==> src/rtl/multi_edge_detect.sv <==
// Multi-channel edge detector: per-channel synchroniser, stability filter FSM,
// mode-selected event pulses, sticky flags and saturating event counters.
module multi_edge_detect #(
   parameter int WIDTH       = 4,
   parameter int SYNC_STAGES = 2,
   parameter int FILT_CYCLES = 3,
   parameter int CNT_W       = 8
) (
   input  logic                   in_clk,
   input  logic                   in_rst_n,
   input  logic [WIDTH-1:0]       in_i,
   input  logic [1:0]             in_mode,
   input  logic                   in_en,
   input  logic                   in_clr,
   output logic [WIDTH-1:0]       o_pulse,
   output logic [WIDTH-1:0]       o_rise,
   output logic [WIDTH-1:0]       o_fall,
   output logic [WIDTH-1:0]       o_flag,
   output logic [WIDTH*CNT_W-1:0] o_cnt,
   output logic                   o_any
);

   localparam int FCW = $clog2(FILT_CYCLES + 1);
   localparam logic [FCW-1:0]   FILT_LAST = FCW'(FILT_CYCLES);
   localparam logic [CNT_W-1:0] CNT_MAX   = {CNT_W{1'b1}};

   typedef enum logic [1:0] {
      STABLE_L = 2'd0,
      ARM_H    = 2'd1,
      STABLE_H = 2'd2,
      ARM_L    = 2'd3
   } state_t;

   logic [WIDTH-1:0] sample_s;
   logic             rise_sel_s;
   logic             fall_sel_s;

   if (SYNC_STAGES == 0) begin : g_nosync
      assign sample_s = in_i;
   end else begin : g_sync
      logic [WIDTH-1:0] sync_r [SYNC_STAGES];

      // synchroniser shift chain
      always_ff @(posedge in_clk) begin
         if (!in_rst_n) begin
            for (int s = 0; s < SYNC_STAGES; s++) begin
               sync_r[s] <= '0;
            end
         end else begin
            sync_r[0] <= in_i;
            for (int s = 1; s < SYNC_STAGES; s++) begin
               sync_r[s] <= sync_r[s-1];
            end
         end
      end

      assign sample_s = sync_r[SYNC_STAGES-1];
   end

   // mode decode; 11 leaves both selects low
   always_comb begin
      rise_sel_s = 1'b0;
      fall_sel_s = 1'b0;
      case (in_mode)
         2'b00:   begin rise_sel_s = 1'b1; fall_sel_s = 1'b0; end
         2'b01:   begin rise_sel_s = 1'b0; fall_sel_s = 1'b1; end
         2'b10:   begin rise_sel_s = 1'b1; fall_sel_s = 1'b1; end
         default: begin rise_sel_s = 1'b0; fall_sel_s = 1'b0; end
      endcase
   end

   for (genvar k = 0; k < WIDTH; k++) begin : g_ch
      state_t           state_r;
      state_t           state_nx;
      logic [FCW-1:0]   fcnt_r;
      logic [FCW-1:0]   fcnt_nx;
      logic             rise_ev_s;
      logic             fall_ev_s;
      logic             pulse_s;
      logic [CNT_W-1:0] cnt_base_s;
      logic [CNT_W-1:0] cnt_r;
      logic             pulse_r;
      logic             rise_r;
      logic             fall_r;
      logic             flag_r;

      // filter next-state: a level change must persist FILT_CYCLES samples
      always_comb begin
         state_nx  = state_r;
         fcnt_nx   = fcnt_r;
         rise_ev_s = 1'b0;
         fall_ev_s = 1'b0;
         case (state_r)
            STABLE_L: begin
               if (sample_s[k]) begin
                  if (FILT_CYCLES == 1) begin
                     state_nx  = STABLE_H;
                     fcnt_nx   = '0;
                     rise_ev_s = 1'b1;
                  end else begin
                     state_nx = ARM_H;
                     fcnt_nx  = FCW'(1);
                  end
               end else begin
                  state_nx = STABLE_L;
                  fcnt_nx  = '0;
               end
            end
            ARM_H: begin
               if (sample_s[k]) begin
                  if (fcnt_r + FCW'(1) == FILT_LAST) begin
                     state_nx  = STABLE_H;
                     fcnt_nx   = '0;
                     rise_ev_s = 1'b1;
                  end else begin
                     state_nx = ARM_H;
                     fcnt_nx  = fcnt_r + FCW'(1);
                  end
               end else begin
                  state_nx = STABLE_L;
                  fcnt_nx  = '0;
               end
            end
            STABLE_H: begin
               if (!sample_s[k]) begin
                  if (FILT_CYCLES == 1) begin
                     state_nx  = STABLE_L;
                     fcnt_nx   = '0;
                     fall_ev_s = 1'b1;
                  end else begin
                     state_nx = ARM_L;
                     fcnt_nx  = FCW'(1);
                  end
               end else begin
                  state_nx = STABLE_H;
                  fcnt_nx  = '0;
               end
            end
            ARM_L: begin
               if (!sample_s[k]) begin
                  if (fcnt_r + FCW'(1) == FILT_LAST) begin
                     state_nx  = STABLE_L;
                     fcnt_nx   = '0;
                     fall_ev_s = 1'b1;
                  end else begin
                     state_nx = ARM_L;
                     fcnt_nx  = fcnt_r + FCW'(1);
                  end
               end else begin
                  state_nx = STABLE_H;
                  fcnt_nx  = '0;
               end
            end
            default: begin
               state_nx = STABLE_L;
               fcnt_nx  = '0;
            end
         endcase
      end

      // filter state register
      always_ff @(posedge in_clk) begin
         if (!in_rst_n) begin
            state_r <= STABLE_L;
            fcnt_r  <= '0;
         end else begin
            state_r <= state_nx;
            fcnt_r  <= fcnt_nx;
         end
      end

      assign pulse_s = in_en & ((rise_ev_s & rise_sel_s) | (fall_ev_s & fall_sel_s));

      // clear is applied before the same-cycle event so no event is lost
      always_comb begin
         if (in_clr) begin
            cnt_base_s = '0;
         end else begin
            cnt_base_s = cnt_r;
         end
      end

      // registered event outputs, sticky flag and saturating counter
      always_ff @(posedge in_clk) begin
         if (!in_rst_n) begin
            pulse_r <= 1'b0;
            rise_r  <= 1'b0;
            fall_r  <= 1'b0;
            flag_r  <= 1'b0;
            cnt_r   <= '0;
         end else begin
            pulse_r <= pulse_s;
            rise_r  <= in_en & rise_ev_s;
            fall_r  <= in_en & fall_ev_s;
            if (pulse_s) begin
               flag_r <= 1'b1;
            end else if (in_clr) begin
               flag_r <= 1'b0;
            end else begin
               flag_r <= flag_r;
            end
            if (pulse_s && (cnt_base_s != CNT_MAX)) begin
               cnt_r <= cnt_base_s + CNT_W'(1);
            end else begin
               cnt_r <= cnt_base_s;
            end
         end
      end

      assign o_pulse[k]              = pulse_r;
      assign o_rise[k]               = rise_r;
      assign o_fall[k]               = fall_r;
      assign o_flag[k]               = flag_r;
      assign o_cnt[k*CNT_W +: CNT_W] = cnt_r;
   end

   assign o_any = |o_pulse;

endmodule

==> config.mk <==
export PLATFORM = sky130hd
export DESIGN_NAME = multi_edge_detect
export DESIGN_NICKNAME = d
export VERILOG_FILES = /design/src/rtl/multi_edge_detect.sv
export SDC_FILE = /design/constraint.sdc
export NUM_CORES = 1
export LEC_CHECK = 0
export BUFFER_PORTS_ARGS = -buffer_cell sky130_fd_sc_hd__buf_2
export CAP_MARGIN = 10
export CELL_PAD_IN_SITES_DETAIL_PLACEMENT = 0
export CELL_PAD_IN_SITES_GLOBAL_PLACEMENT = 1
export CORE_MARGIN = 2
export CORE_UTILIZATION = 37
export CTS_CLUSTER_SIZE = 28
export DETAILED_ROUTE_END_ITERATION = 12
export GPL_ROUTABILITY_DRIVEN = 0
export PLACE_DENSITY_LB_ADDON = 0.1
export SYNTH_ARGS = -nofsm -noshare
export SYNTH_HDL_FRONTEND = slang
export SYNTH_SLANG_ARGS = --single-unit
==> constraint.sdc <==
create_clock -name in_clk -period 2.36 [get_ports in_clk]
set_input_delay 0.354 -clock in_clk [delete_from_list [all_inputs] [get_ports in_clk]]
set_output_delay 0.354 -clock in_clk [all_outputs]
set_load 0.02 [all_outputs]
======== Word level (Yosys, flattened, before mapping) ========
Memories as Yosys holds them, arrays and structs flattened.
Cells that the tools add are included.
word-level totals
  register bits after elaboration ......... 64
  RAM bits ................................ 8
  bits of input ports ..................... 10
  memories kept ........................... 1
memory list
  name           words  width  read ports  clocked after memory_dff  wr ports  RTL line  source
  g_sync.sync_r  2      4      2           0                         2         41        logic [WIDTH-1:0] sync_r [SYNC_STAGES];
operators by class
  add/sub/neg operators ................... 8
  equality and inequality tests ........... 22
  multiplexer cells ....................... 87
  bitwise operators ....................... 26
  reduce and logical (&&, ||, !) cells .... 16
operator list
  cell                                                              number
  8-bit 2-to-1 mux                                                  8
  2-bit one-hot mux with 4 select lines                             8
  2-bit 2-to-1 mux                                                  28
  1-bit 2-to-1 mux                                                  41
  8-bit by 1-bit adder with 8-bit output (second input constant)    4
  8-bit inequality test (second input constant)                     4
  2-bit == test (second input constant)                             13
  1-bit bitwise AND                                                 20
  2-bit by 1-bit == test with 1-bit output (second input constant)  5
  2-bit logical NOT                                                 5
  2-bit by 1-bit adder with 2-bit output (second input constant)    4
  4-bit 2-to-1 mux                                                  2
  2-bit nonzero test                                                4
  1-bit OR                                                          6
  1-bit logical AND                                                 4
  2-bit OR reduction                                                2
  4-bit OR reduction                                                1

======== Logic depth before layout (Yosys ltp) ========
Gate-level depths: netlist (run 1).
  depth in word-level cells ............... 10
  mapped depth ............................ 9

======== Worst setup path after synthesis (run 1) ========
Ideal clock, no wire load.
  path kind ............................... in2reg
  start point ............................. input port in_clr
  end point ............................... register g_ch[3].cnt_r[7]
  arrival ................................. 2.205 ns
  required time ........................... 2.289 ns
  slack ................................... 0.084 ns
  stages on the path ...................... 9
  cells stage by stage .................... buf_2 clkbuf_1 nor2b_1 ha_1 nand3b_1 o211ai_1 or4_4 or3_1 a21oi_1
between the ends
  word-level cells in the longest chain between the ends .. 4
  elaborated cells between the ends (all ways) .. 5
  classes of those cells .................. add/sub: 1; eq/ne: 1; mux: 2; reduce/logical: 1
ends and longest elaborated chain
  what                                                                                            RTL line  source
  from (decl)                                                                                     14        input logic in_clr,
  8-bit 2-to-1 mux (*)                                                                            176       if (in_clr) begin
  parallel branches: the longest is 2 deep, another holds 8-bit by 1-bit adder with 8-bit output  n/a
  8-bit 2-to-1 mux (*)                                                                            202       if (pulse_s && (cnt_base_s != CNT_MAX)) begin
  to (signal assigned)                                                                            203       cnt_r <= cnt_base_s + CNT_W'(1);
  to (signal assigned)                                                                            205       cnt_r <= cnt_base_s;
  to (decl)                                                                                       81        logic [CNT_W-1:0] cnt_r;
Mark *: on every way between the ends.
A chain may end at the register's enable or synchronous reset.

======== Worst setup path after layout (run 1) ========
  start point ............................. register g_ch[2].cnt_r[0]
  end point ............................... register g_ch[2].cnt_r[6]
between the ends
  word-level cells in the longest chain between the ends .. 4
  elaborated cells between the ends (all ways) .. 5
  classes of those cells .................. add/sub: 1; eq/ne: 1; mux: 2; reduce/logical: 1
ends and longest elaborated chain
  what                                                                                            RTL line
  from (decl)                                                                                     81
  from (signal assigned)                                                                          203
  from (signal assigned)                                                                          205
  8-bit 2-to-1 mux (*)                                                                            176
  parallel branches: the longest is 2 deep, another holds 8-bit by 1-bit adder with 8-bit output  n/a
  8-bit 2-to-1 mux (*)                                                                            202
Marks and branches as above.

==> summary.md, run 1 <==
After legalization and detailed placement, the total HPWL measured 4.96 mm. The final critical path takes up 85.3% of the cycle. The run gives 45.7% as the proportion of synthesized chip area in sequential cells. Yosys attributes the largest share of cell area to sky130_fd_sc_hd__dfxtp_1, sky130_fd_sc_hd__xnor2_1, sky130_fd_sc_hd__nor2_1. The startpoint class of the critical path was a register. The largest delay contributor family on the critical path is simple AND/OR/NAND/NOR gates. The run gives 38.2% as the starting density of the core.

The via density per instance came out at 4.97. Post-synthesis to final-layout area growth: 16.2%. A synthesized cell averages 9.06 µm². The overall power after layout is 2.19 mW.

The H-tree was split into 3 levels. The startpoint identified for the worst register-to-register timing path is g_ch[2].cnt_r[0]. In this run the tightest slew margin relative to its limit is 60.9%. For this run, the leading register cell type out of synthesis is sky130_fd_sc_hd__dfxtp_1. Entering global routing, the biggest net connects 24 pins. The worst hold path passes through 2 cells. The run gives 0 as the final routed DRC violation total. The mapped cell area is 3150 µm², and the total clock sinks is 72. Walking the worst path, the cells encountered are nor2b_1, ha_1, nand2_1, nor3b_1, nor3_1, buf_4, a211o_1, a21oi_1. The ratio of cells with drive above 1 in the final layout is 22.7%, and the net count after synthesis is 364. The logs give 0 for the number of failing hold endpoints at the final stage and 0.35 ns for the worst-skew pair later-pin latency.

The flow ran to the end, and the final reports show no timing, DRC or antenna violations. The data required time of the worst path was 2.64 ns. The highest net fanout along the worst path is 7. During I/O placement, the number of pins put on the boundary was 59. The die outline height is 96.3 µm, and the transition at the pin with the smallest max-transition slack is 0.572 ns. The count of state elements after synthesis works out to 72. Setup violations remaining at the end of the flow were counted as 0. The via count of the first global-routing pass came out at 2,312. The cell type of the slowest stage on the worst timing path was sky130_fd_sc_hd__dfxtp_1.

The hold path endpoint is g_sync.sync_r[0][1]. After layout, the minimum clock period comes to 2.01 ns. The analysis attributes to cell leakage a power of 1.48 nW. TritonCTS created 9 clock buffers.

Data arrives at the worst endpoint at 2.29 ns. For the post-CTS setup repair buffer count, the log shows 0. Clock edge transition at the registers on the reported setup and hold paths: 0.08 ns. The delay contributed by the slowest stage of the critical path is 0.38 ns.

The synthesized instance count was 348; the overall track demand over capacity in global routing was 15.7%. Setup slack on the worst reg-to-reg path comes out at 0.35 ns. Counting flops with a built-in enable in the synthesized netlist gives 0. Across the run, the number of max-cap violations was 0. The detail route stage leaves a number of antenna-violating nets equal to 0. The tools report the number of buffers between clock root and the deepest sink as 2. The path type of the worst setup path is register to register.

The tools report the setup TNS as 0 ns. Largest area contributor in the synthesized netlist: sky130_fd_sc_hd__dfxtp_1. The count of input and output buffers came out at 58.

For this design the ratio of total power to cell area is 598 nW/µm². The floorplan step defined a die boundary enclosing 9280 µm². The die is 96.3 µm wide.

The total overflow left after global routing is 0. After clock tree synthesis, the flow added hold-fix buffers numbering 0. Counting cells, the worst reg-to-reg path comes to 8. IR analysis of the VDD net gives a maximum drop of 263 µV.

The pre-antenna-repair detailed-routing pass consisted of 4 iterations. The filler cells instantiated in the layout total 863. CTS placed an instance of sky130_fd_sc_hd__clkbuf_8 at the clock tree root.

TritonCTS built the clock tree. During synthesis, Yosys emitted a total of 0 warnings. The buffers plus inverters on the worst setup path was 1. The routed wirelength normalized by instance count was 13.4 µm; the number of slew-limit violations in the final report was 0.

After the last flow step, the layout net total stands at 417. The hold path startpoint is in_i[1]. The run gives 1 as the initial antenna violation count. STA classifies the critical path endpoint as a register. Between clock sinks in the finished design, the worst skew comes to 0.0118 ns. Row generation in the floorplan step produced 33 rows.

The tools report the endpoint of the lowest-slack register-to-register path as g_ch[2].cnt_r[6]. The final layout contains routed wiring with a total length of 6.87 mm. Setup repair after global routing left no endpoint under its margin. The proportion of synthesized flip-flops having asynchronous set or reset was 0%. The first global-routing pass estimated 11.1 mm of wire. The tools report the area of the core as 8260 µm². Derived from the worst setup path, the maximum achievable clock frequency is 497 MHz. For the number of resized instances in the post-cts repair step, the log shows 0. The tools report the number of DRC markers in iteration 0 as 101.

In this run, distinct cell masters in the synthesized netlist total 44. The min-delay analysis places its worst path in the category input port to register. The share of synthesized area in the top cell type comes to 45.7%. For this block, the via count after detailed routing is 2,543.
worst max-delay path by stage:
| stage | from | to | slack [ns] | cells after the start |
|---|---|---|---|---|
| 2_1_floorplan | in_clr | g_ch[3].cnt_r[7] | 0.08 | 9 |
| 3_3_place_gp | in_clr | g_ch[0].cnt_r[2] | 0.27 | 9 |
| 3_5_place_dp | in_clr | g_ch[0].cnt_r[2] | 0.22 | 9 |
| 4_1_cts | g_ch[2].cnt_r[0] | g_ch[2].cnt_r[6] | 0.36 | 8 |
| 5_1_grt | g_ch[2].cnt_r[0] | g_ch[2].cnt_r[6] | 0.18 | 8 |
| 6_report | g_ch[2].cnt_r[0] | g_ch[2].cnt_r[6] | 0.35 | 8 |
sequential cells by signal, summed over array words and instances, names as in the netlist:
signal	cells
g_ch.cnt_r	32
g_ch.fcnt_r	8
g_ch.flag_r	4
g_ch.pulse_r	4
g_ch.fall_r	4
g_ch.state_r	8
g_ch.rise_r	4
g_sync.sync_r	8
final cells by class:
type                    count  area [µm²]  share of cell area, %
diodes                      1        2.50                 0.0683
clock buffers               9         124                   3.38
inverters                   4        15.0                  0.410
multi-input cells         247        1540                   42.0
well taps                 105         131                   3.59
clock inverters             7        53.8                   1.47
flip-flops and latches     72        1440                   39.3
repair buffers             67         358                   9.77
cell usage after synthesis (all sizes together), types with 4 or more instances:
| cell | count |
|---|---|
| and3b | 4 |
| xnor2 | 22 |
| clkbuf | 6 |
| nor2 | 41 |
| nand4 | 5 |
| a22oi | 4 |
| nor4 | 10 |
| and2 | 9 |
| buf | 19 |
| nor2b | 22 |
| a21o | 4 |
| nor3b | 9 |
| mux2i | 5 |
| a21oi | 4 |
| o21a | 5 |
| nor3 | 14 |
| nand2 | 22 |
| nand3 | 18 |
| nand2b | 5 |
| dfxtp | 72 |
| o21ai | 12 |
| ha | 6 |
cells in the final DEF (no fill, tap or decap), drive strengths merged, types with 10 or more instances in the layout:
master and instances:
nand2 22, xnor2 22, nand3 18, nor2b 22
o21ai 12, dfxtp 72, nor2 41, buf 67
nor4 10, nor3 14
per-stage QoR:
| step | worst slack (ns) | util [%] | hold WS, ns | cells | area, µm² |
|---|---|---|---|---|---|
| 2_1_floorplan | 0.0841 | - | 0.412 | 348 | 3150 |
| 3_3_place_gp | 0.267 | 42.2 | 0.414 | 495 | 3480 |
| 3_5_place_dp | 0.216 | 42.2 | 0.419 | 495 | 3480 |
| 4_1_cts | 0.356 | 44.3 | 0.195 | 511 | 3660 |
| 5_1_grt | 0.178 | 44.3 | 0.197 | 511 | 3660 |
| 6_report | 0.347 | 44.4 | 0.211 | 512 | 3660 |
metal layers:
layer	wire length (µm)	part of all wire [%]	track usage [%]	vias to the layer above
met5	0	0	0	-
met4	110	1.6	6.34	0
met3	375	5.5	4.31	10
met2	2900	42	23.7	60
met1	3490	51	21.1	1171
li1	-	-	-	1302
kinds of logic (layout without fill, tap and decap cells):
group	Yosys count	in the layout	share of synthesized area [%]
buffers and inverters	29	87	5.52
and+or+nand+nor	179	179	31.0
AOI/OAI and AO/OA	35	35	7.66
DFF	72	72	45.7
adders and majority gates	6	6	2.38
muxes	5	5	1.59
other	0	1	0
xor gates and xnor gates	22	22	6.11
report_power, final:
part           leakage [nW]  internal (mW)  switching [mW]
registers             0.582           1.22         0.00601
clock network        0.0827          0.390           0.496
logic                 0.817         0.0270          0.0475
total                  1.48           1.64           0.549
Power figures use the tool's default switching activity.
==> run 2, diff against run 1 <==
RECOVER_POWER = 25   (was unset)
==> run 2 against run 1 <==
Via count decreased by 0.24%. Routed wire length about the same. Maximum frequency unchanged. Non-clock buffer count unchanged. Global-route usage unchanged. Combinational power decreased by 1%. Register-to-register slack about the same. Clock power about the same. Cell count decreased by 0.20%. Die area unchanged. Utilization decreased by 0.15 points. Critical endpoint unchanged. Highest routed layer unchanged.
==> summary.md, run 2 (same netlist as run 1, synthesis figures left out) <==
The number of vias after detailed routing was 2,537 (was 2,543). The clock edge transition at the registers on the reported setup and hold paths is 0.08 ns (about the same). The layout filler cell count is 868 (was 863). Most used routing layer: met2 (unchanged). The transition at the pin with the smallest max-transition slack was 0.981 ns (was 0.572 ns); the I/O pin count was 59 (unchanged).

The detailed placer's ending HPWL was 4.96 mm (unchanged); the max-cap check violation count was 0 (unchanged). The ratio of final minimum period to clock period was 85.3% (unchanged); the number of antenna repair diodes was 0 (was 1). The hold path startpoint was in_i[1] (unchanged). The post-CTS setup repair buffer count came out at 0 (unchanged). The class of the tightest hold or removal check was input port to register (unchanged). Most frequent standard cell in the layout excluding fill and tap cells: sky130_fd_sc_hd__dfxtp_1 (unchanged). The run gives 4 (unchanged) as the number of detailed-routing iterations run before antenna repair. The number of slew-limit violations in the final report is 0 (unchanged), and the data required time of the worst path is 2.64 ns (about the same). The tools report the worst-skew pair later-pin latency as 0.35 ns (about the same). The number of failing hold endpoints at the final stage came out at 0 (unchanged).

TritonCTS built the clock tree. The hold path endpoint is g_sync.sync_r[0][1] (unchanged). The number of cells on the worst hold path was 2 (unchanged).

The global-route track usage on met1 came out at 21.1% (unchanged). The highest net fanout along the worst path is 7 (unchanged). The shortest clock period the worst path allows after layout was 2.01 ns (unchanged); the leakage dissipation was 1.46 nW (was 1.48 nW). The tools report the total number of nets in the final design as 417 (unchanged). The tools report the arrival time at the worst endpoint as 2.29 ns (about the same). The tools report the H-tree level count as 3 (unchanged).

The count of input and output buffers was 58 (unchanged). For the post-detailed-route count of antenna-violating nets, the log shows 0 (unchanged). The tools report the largest net degree at the start of global routing as 24 (unchanged). The met3 global-route usage was 4.31% (unchanged). The critical path endpoint category was a register (unchanged). The number of buffers created by CTS is 9 (unchanged), and the achievable clock frequency is 497 MHz (unchanged). Most frequent cells in the layout: sky130_fd_sc_hd__dfxtp_1, sky130_fd_sc_hd__buf_2, sky130_fd_sc_hd__nor2_1 (unchanged). The number of DRC markers in iteration 0 was 99 (was 101). Setup repair after global routing left no endpoint under its margin.

The die extent in x works out to 96.3 µm (unchanged). The met2 usage in global routing came out at 23.7% (unchanged). The worst setup slack for register-to-register paths was 0.35 ns (about the same). The starting density of the core was 38.2% (unchanged); the number of flip-flops under the largest register name was 32 (unchanged). Critical register-to-register path startpoint: g_ch[2].cnt_r[0] (unchanged). Endpoint of the lowest-slack register-to-register path: g_ch[2].cnt_r[6] (unchanged). The setup slack after layout was 0.347 ns (unchanged); the global-route wire length before repair was 11.1 mm (unchanged). The post-synthesis to final-layout area growth is 15.8% (was 16.2%), and the final routed DRC violation total is 0 (unchanged). The master cell of the clock root buffer is sky130_fd_sc_hd__clkbuf_8 (unchanged). The run finished with clean final reports. The sum of routed wire length over all layers is 6.87 mm (about the same). The global-route congestion overflow total was 0 (unchanged); the routed wirelength normalized by instance count was 13.4 µm (about the same). The via count of the first global-routing pass was 2,312 (unchanged). The ratio of cells with drive above 1 in the final layout is 21.2% (was 22.7%), and the number of setup violations in the final report is 0 (unchanged). The largest register by flop count is g_ch.cnt_r (unchanged). Area of the core: 8260 µm² (unchanged). For the worst slack at placement, the log shows 0.216 ns (unchanged). The worst-case hold slack is 0.211 ns (about the same), and the length in cells of the worst reg-to-reg path is 8 (unchanged). The number of buffers between clock root and the deepest sink was 2 (unchanged); the largest voltage drop on the vdd net was 263 µV (about the same). The tools report the overall track demand over capacity in global routing as 15.7% (unchanged). The die outline height is 96.3 µm (unchanged), and the power density relative to cell area is 600 nW/µm² (was 598 nW/µm²).

The run gives 0 (unchanged) as the number of resized instances in the post-cts repair step. The initial antenna violation count is 0 (was 1), and the total clock sinks is 72 (unchanged). The run gives 34.6% (was 60.9%) as the tightest slew margin relative to the limit. Die footprint: 9280 µm² (unchanged).

The startpoint class of the critical path was a register (unchanged). The via density per instance came out at 4.96 (was 4.97). The logs give 0 (unchanged) for the number of buffers added to fix hold violations after cts and 33 (unchanged) for the cell row count. Path type of the worst setup path: register to register (unchanged). The tools report the setup skew after layout as 0.0118 ns (about the same). The setup TNS is 0 ns (unchanged).
==> run 2: cell type report <==
cell class | count | area [µm²] | area share [%]
Sequential cell | 72 | 1440 | 39.5
Timing Repair Buffer | 67 | 349 | 9.56
Inverter | 4 | 15.0 | 0.411
Tap cell | 105 | 131 | 3.60
Clock buffer | 9 | 124 | 3.39
Multi-Input combinational cell | 247 | 1540 | 42.1
Clock inverter | 7 | 53.8 | 1.47
==> run 2: worst max-delay path by stage <==
stage,startpoint,end,slack [ns],cells past startpoint
after floorplan,in_clr,g_ch[3].cnt_r[7],0.08,9
after global placement,in_clr,g_ch[0].cnt_r[2],0.27,9
after detailed placement,in_clr,g_ch[0].cnt_r[2],0.22,9
after CTS,g_ch[2].cnt_r[0],g_ch[2].cnt_r[6],0.36,8
after global routing,g_ch[2].cnt_r[0],g_ch[2].cnt_r[6],0.18,8
final,g_ch[2].cnt_r[0],g_ch[2].cnt_r[6],0.35,8
==> run 2: metal layers <==
metal	part of all wire [%]	wire (µm)
met5	0	0
met4	1.6	110
met3	5.4	373
met2	42	2900
met1	51	3480
==> run 2: through the flow <==
step	power [mW]	utilization, %	std cells	cell area [µm²]
after CTS	2.23	44.3	511	3660
after detailed placement	1.33	42.2	495	3480
after floorplan	1.30	-	348	3150
after global placement	1.33	42.2	495	3480
final	2.19	44.2	511	3650
after global routing	2.29	44.2	511	3650
==> run 2: power breakdown <==
part           switching [mW]  total [mW]  leakage [nW]  internal [mW]
registers             0.00598        1.23         0.582           1.22
clock network           0.496       0.886        0.0827          0.390
logic                  0.0475      0.0735         0.798         0.0260
total                   0.549        2.19          1.46           1.64
==> run 2: critical path: stages (launching register included) <==
cell and delay, ns:
sky130_fd_sc_hd__dfxtp_1 0.38, sky130_fd_sc_hd__nor2b_1 0.22, sky130_fd_sc_hd__ha_1 0.26, sky130_fd_sc_hd__nand2_1 0.09, sky130_fd_sc_hd__nor3b_1 0.36, sky130_fd_sc_hd__nor3_1 0.08
sky130_fd_sc_hd__buf_4 0.17, sky130_fd_sc_hd__a211o_1 0.29, sky130_fd_sc_hd__a21oi_1 0.11
==> run 3, diff against run 2 <==
ABC_AREA = 1   (was unset)
CORE_UTILIZATION = 36   (was 37)
==> run 3 against run 2 <==
Setup slack better by 0.18 ns. Clock skew is 0.0039 ns lower. Design area is 12% higher. Via count is 23% higher. Critical path depth is 4 lower. Clock power is 23% higher. Synthesized area is 14% higher. Critical endpoint is now g_ch[3].fcnt_r[1]. Highest routed layer unchanged.
==> summary.md, run 3 <==
The met2 usage in global routing came out at 26.4% (was 23.7%). Hold path endpoint: g_sync.sync_r[0][3] (was g_sync.sync_r[0][1]). The proportion of synthesized chip area in sequential cells came out at 40.3% (was 45.7%). The count of state elements after synthesis is 72 (unchanged). Synth cell count leaders: sky130_fd_sc_hd__nand2_1, sky130_fd_sc_hd__dfxtp_1, sky130_fd_sc_hd__nor2_1, sky130_fd_sc_hd__inv_1, sky130_fd_sc_hd__a21oi_1 (was sky130_fd_sc_hd__dfxtp_1, sky130_fd_sc_hd__nor2_1, sky130_fd_sc_hd__nand2_1, sky130_fd_sc_hd__nor2b_1, sky130_fd_sc_hd__xnor2_1). Area of the core: 9730 µm² (was 8260 µm²).

TritonCTS built the clock tree. Global-route wire length before repair: 14.1 mm (was 11.1 mm). Overall power after layout: 2.40 mW (was 2.19 mW). The sum of routed wire length over all layers was 8.21 mm (was 6.87 mm).

The run finished with clean final reports. The tools report the critical register-to-register path startpoint as g_ch[0].cnt_r[0] (was g_ch[2].cnt_r[0]). Number of failing hold endpoints at the final stage: 0 (unchanged).

The post-synthesis to final-layout area growth was 14.2% (was 15.8%); the global-route congestion overflow total was 0 (unchanged). The largest voltage drop on the vdd net was 291 µV (was 263 µV); the share of the synthesized area in the top cell type was 40.3% (was 45.7%). Largest area contributor in the synthesized netlist: sky130_fd_sc_hd__dfxtp_1 (unchanged). The number of DRC markers in iteration 0 was 83 (was 99). The post-detailed-route count of antenna-violating nets is 0 (unchanged), and the power density relative to cell area is 587 nW/µm² (was 600 nW/µm²). The routed wirelength normalized by instance count works out to 11.9 µm (was 13.4 µm).

The arrival time at the worst endpoint was 2.08 ns (was 2.29 ns); the H-tree level count was 3 (unchanged). The number of enable-type register cells in the synthesized netlist was 0 (unchanged); the die footprint was 10,800 µm² (was 9280 µm²). The tools report the mapped cell area as 3580 µm² (was 3150 µm²).

The via count of the first global-routing pass came out at 2,993 (was 2,312). The unique cell type count in the Yosys netlist came out at 33 (was 44). The count of input and output buffers is 58 (unchanged), and the ratio of cells with drive above 1 in the final layout is 19.5% (was 21.2%). The most frequent cell after synthesis was sky130_fd_sc_hd__nand2_1 (was sky130_fd_sc_hd__dfxtp_1).

The leakage dissipation is 1.85 nW (was 1.46 nW), and the met3 global-route usage is 2.64% (was 4.31%). The largest register by flop count was g_ch.cnt_r (unchanged). Ratio of final minimum period to clock period: 77.8% (was 85.3%).

Worst-case hold slack: 0.188 ns (was 0.211 ns). The number of vias after detailed routing is 3,118 (was 2,537). The run gives 0 (unchanged) as the max-cap check violation count.

Worst setup slack for register-to-register paths: 0.73 ns (was 0.35 ns). The largest net degree at the start of global routing is 28 (was 24), and the data required time of the worst path is 2.61 ns (was 2.64 ns). Startpoint class of the critical path: an input port (was a register).

Setup skew after layout: 0.00790 ns (was 0.0118 ns). The total clock sinks is 72 (unchanged), and the number of cells on the worst hold path is 3 (was 2). The logs give 16.0% (was 15.7%) for the overall track demand over capacity in global routing and 1,079 (was 868) for the layout filler cell count. Cells taking the most area after synthesis: sky130_fd_sc_hd__dfxtp_1, sky130_fd_sc_hd__nand2_1, sky130_fd_sc_hd__nor2_1 (was sky130_fd_sc_hd__dfxtp_1, sky130_fd_sc_hd__xnor2_1, sky130_fd_sc_hd__nor2_1). The number of setup violations in the final report was 0 (unchanged). For the post-CTS setup repair buffer count, the log shows 0 (unchanged).

The die outline height is 104 µm (was 96.3 µm), and the number of synthesis warnings is 0 (unchanged). The most used routing layer was met2 (unchanged). The synthesized instance count is 507 (was 348). The tools report the number of buffers between clock root and the deepest sink as 2 (unchanged). The number of flip-flops under the largest register name is 32 (unchanged). Via density per instance: 4.51 (was 4.96). The achievable clock frequency came out at 545 MHz (was 497 MHz). The most frequent standard cell in the layout excluding fill and tap cells is sky130_fd_sc_hd__nand2_1 (was sky130_fd_sc_hd__dfxtp_1). The run gives 36.8% (was 38.2%) as the starting density of the core. Setup repair after global routing left no endpoint under its margin. Critical path endpoint category: a register (unchanged). For the detailed placer's ending HPWL, the log shows 5.97 mm (was 4.96 mm). Most frequent cells in the layout: sky130_fd_sc_hd__nand2_1, sky130_fd_sc_hd__dfxtp_1, sky130_fd_sc_hd__nor2_1, sky130_fd_sc_hd__inv_1, sky130_fd_sc_hd__buf_2 (was sky130_fd_sc_hd__dfxtp_1, sky130_fd_sc_hd__buf_2, sky130_fd_sc_hd__nor2_1). Master cell of the clock root buffer: sky130_fd_sc_hd__clkbuf_8 (unchanged).

The transition at the pin with the smallest max-transition slack is 0.793 ns (was 0.981 ns), and the final routed DRC violation total is 0 (unchanged). For the net count after synthesis, the log shows 523 (was 364). The highest net fanout along the worst path was 19 (was 7); the number of buffers added to fix hold violations after cts was 0 (unchanged). The average instance area after synthesis was 7.06 µm² (was 9.06 µm²); the I/O pin count was 59 (unchanged).

The initial antenna violation count was 0 (unchanged). The endpoint of the lowest-slack register-to-register path is g_ch[0].cnt_r[5] (was g_ch[2].cnt_r[6]). Class of the tightest hold or removal check: input port to register (unchanged). The logs give 0 (unchanged) for the number of slew-limit violations in the final report and 4 (unchanged) for the number of detailed-routing iterations run before antenna repair. For the setup TNS, the log shows 0 ns (unchanged).

The proportion of synthesized flip-flops having asynchronous set or reset came out at 0% (unchanged). Total cell area at the placement stage: 3870 µm² (was 3480 µm²). The number of resized instances in the post-cts repair step was 0 (unchanged); the clock edge transition at the registers on the reported setup and hold paths was 0.08 ns (about the same).

For the number of antenna repair diodes, the log shows 0 (unchanged). The shortest clock period the worst path allows after layout was 1.84 ns (was 2.01 ns); the number of buffers created by CTS was 9 (unchanged). The length in cells of the worst reg-to-reg path was 10 (was 8); the end-of-flow core utilization was 42.0% (was 44.2%). The die extent in x came out at 104 µm (was 96.3 µm). Tightest slew margin relative to the limit: 47.2% (was 34.6%). The post-layout instance area was 4090 µm² (was 3650 µm²). The run gives 0.34 ns (was 0.35 ns) as the worst-skew pair later-pin latency.

Total number of nets in the final design: 570 (was 417). The global-route track usage on met1 was 21.3% (was 21.1%). Hold path startpoint: in_i[3] (was in_i[1]).

Path type of the worst setup path: input port to register (was register to register). The leading register cell type out of synthesis was sky130_fd_sc_hd__dfxtp_1 (unchanged). For the cell row count, the log shows 36 (was 33).
==> run 3: cell types whose count changed after synthesis, sizes merged, moves of 9 or more <==
cell	delta
nand2	+117
inv	+64
nor2	+46
a21oi	+30
nor2b	-22
xnor2	-15
and2	-9
nor3	-9
nor3b	-9
nor4	-9
==> run 3: power breakdown <==
| group | switching, mW | internal, mW |
|---|---|---|
| Combinational | 0.0604 | 0.0217 |
| Clock | 0.486 | 0.601 |
| Sequential | 0.00449 | 1.22 |
==> run 3: stage by stage <==
stage / worst slack, ns / cells
after floorplan: 0.355 / 507
after global placement: 0.417 / 676
after detailed placement: 0.360 / 676
after CTS: 0.662 / 692
after global routing: 0.270 / 692
final: 0.524 / 692
==> run 3: how the worst max path moves through the flow <==
stage                               start                end  slack [ns]  cells after the start
after CTS                 g_ch[1].pulse_r              o_any        0.66                      2
after global routing             in_rst_n  g_ch[3].fcnt_r[1]        0.27                      4
after detailed placement           in_clr   g_ch[0].cnt_r[5]        0.36                     11
after global placement             in_clr   g_ch[0].cnt_r[5]        0.42                     11
after floorplan                    in_clr   g_ch[2].cnt_r[7]        0.36                     14
final                            in_rst_n  g_ch[3].fcnt_r[1]        0.52                      4
==> run 3: layout make-up <==
class	count	area (µm²)	share of cell area (%)
Tap cell	133	166	4.07
Clock buffer	10	128	3.12
Timing Repair Buffer	63	323	7.90
Inverter	68	260	6.37
Clock inverter	6	92.6	2.27
Sequential cell	72	1440	35.3
Multi-Input combinational cell	340	1680	41.0
==> run 3: critical path: stages <==
cell and delay (ns):
sky130_fd_sc_hd__clkbuf_1 0.50, sky130_fd_sc_hd__clkbuf_1 0.67, sky130_fd_sc_hd__o21ai_0 0.31, sky130_fd_sc_hd__nor4_1 0.23
==> run 3: cells by family (layout without fill, tap and decap cells) <==
kind of cell | after synthesis | count (layout) | share of synthesized area, %
AOI/OAI and AO/OA | 55 | 55 | 7.93
xor gates and xnor gates | 9 | 9 | 2.20
adders and majority gates | 6 | 6 | 2.10
buffers and inverters | 95 | 147 | 12.9
DFF | 72 | 72 | 40.3
and+or+nand+nor | 270 | 270 | 34.6
==> run 3: metal layers <==
metal / wire [µm] / part of all wire, %
met4: 93 / 1.1
met5: 0 / 0
met1: 4160 / 51
met3: 257 / 3.1
met2: 3700 / 45
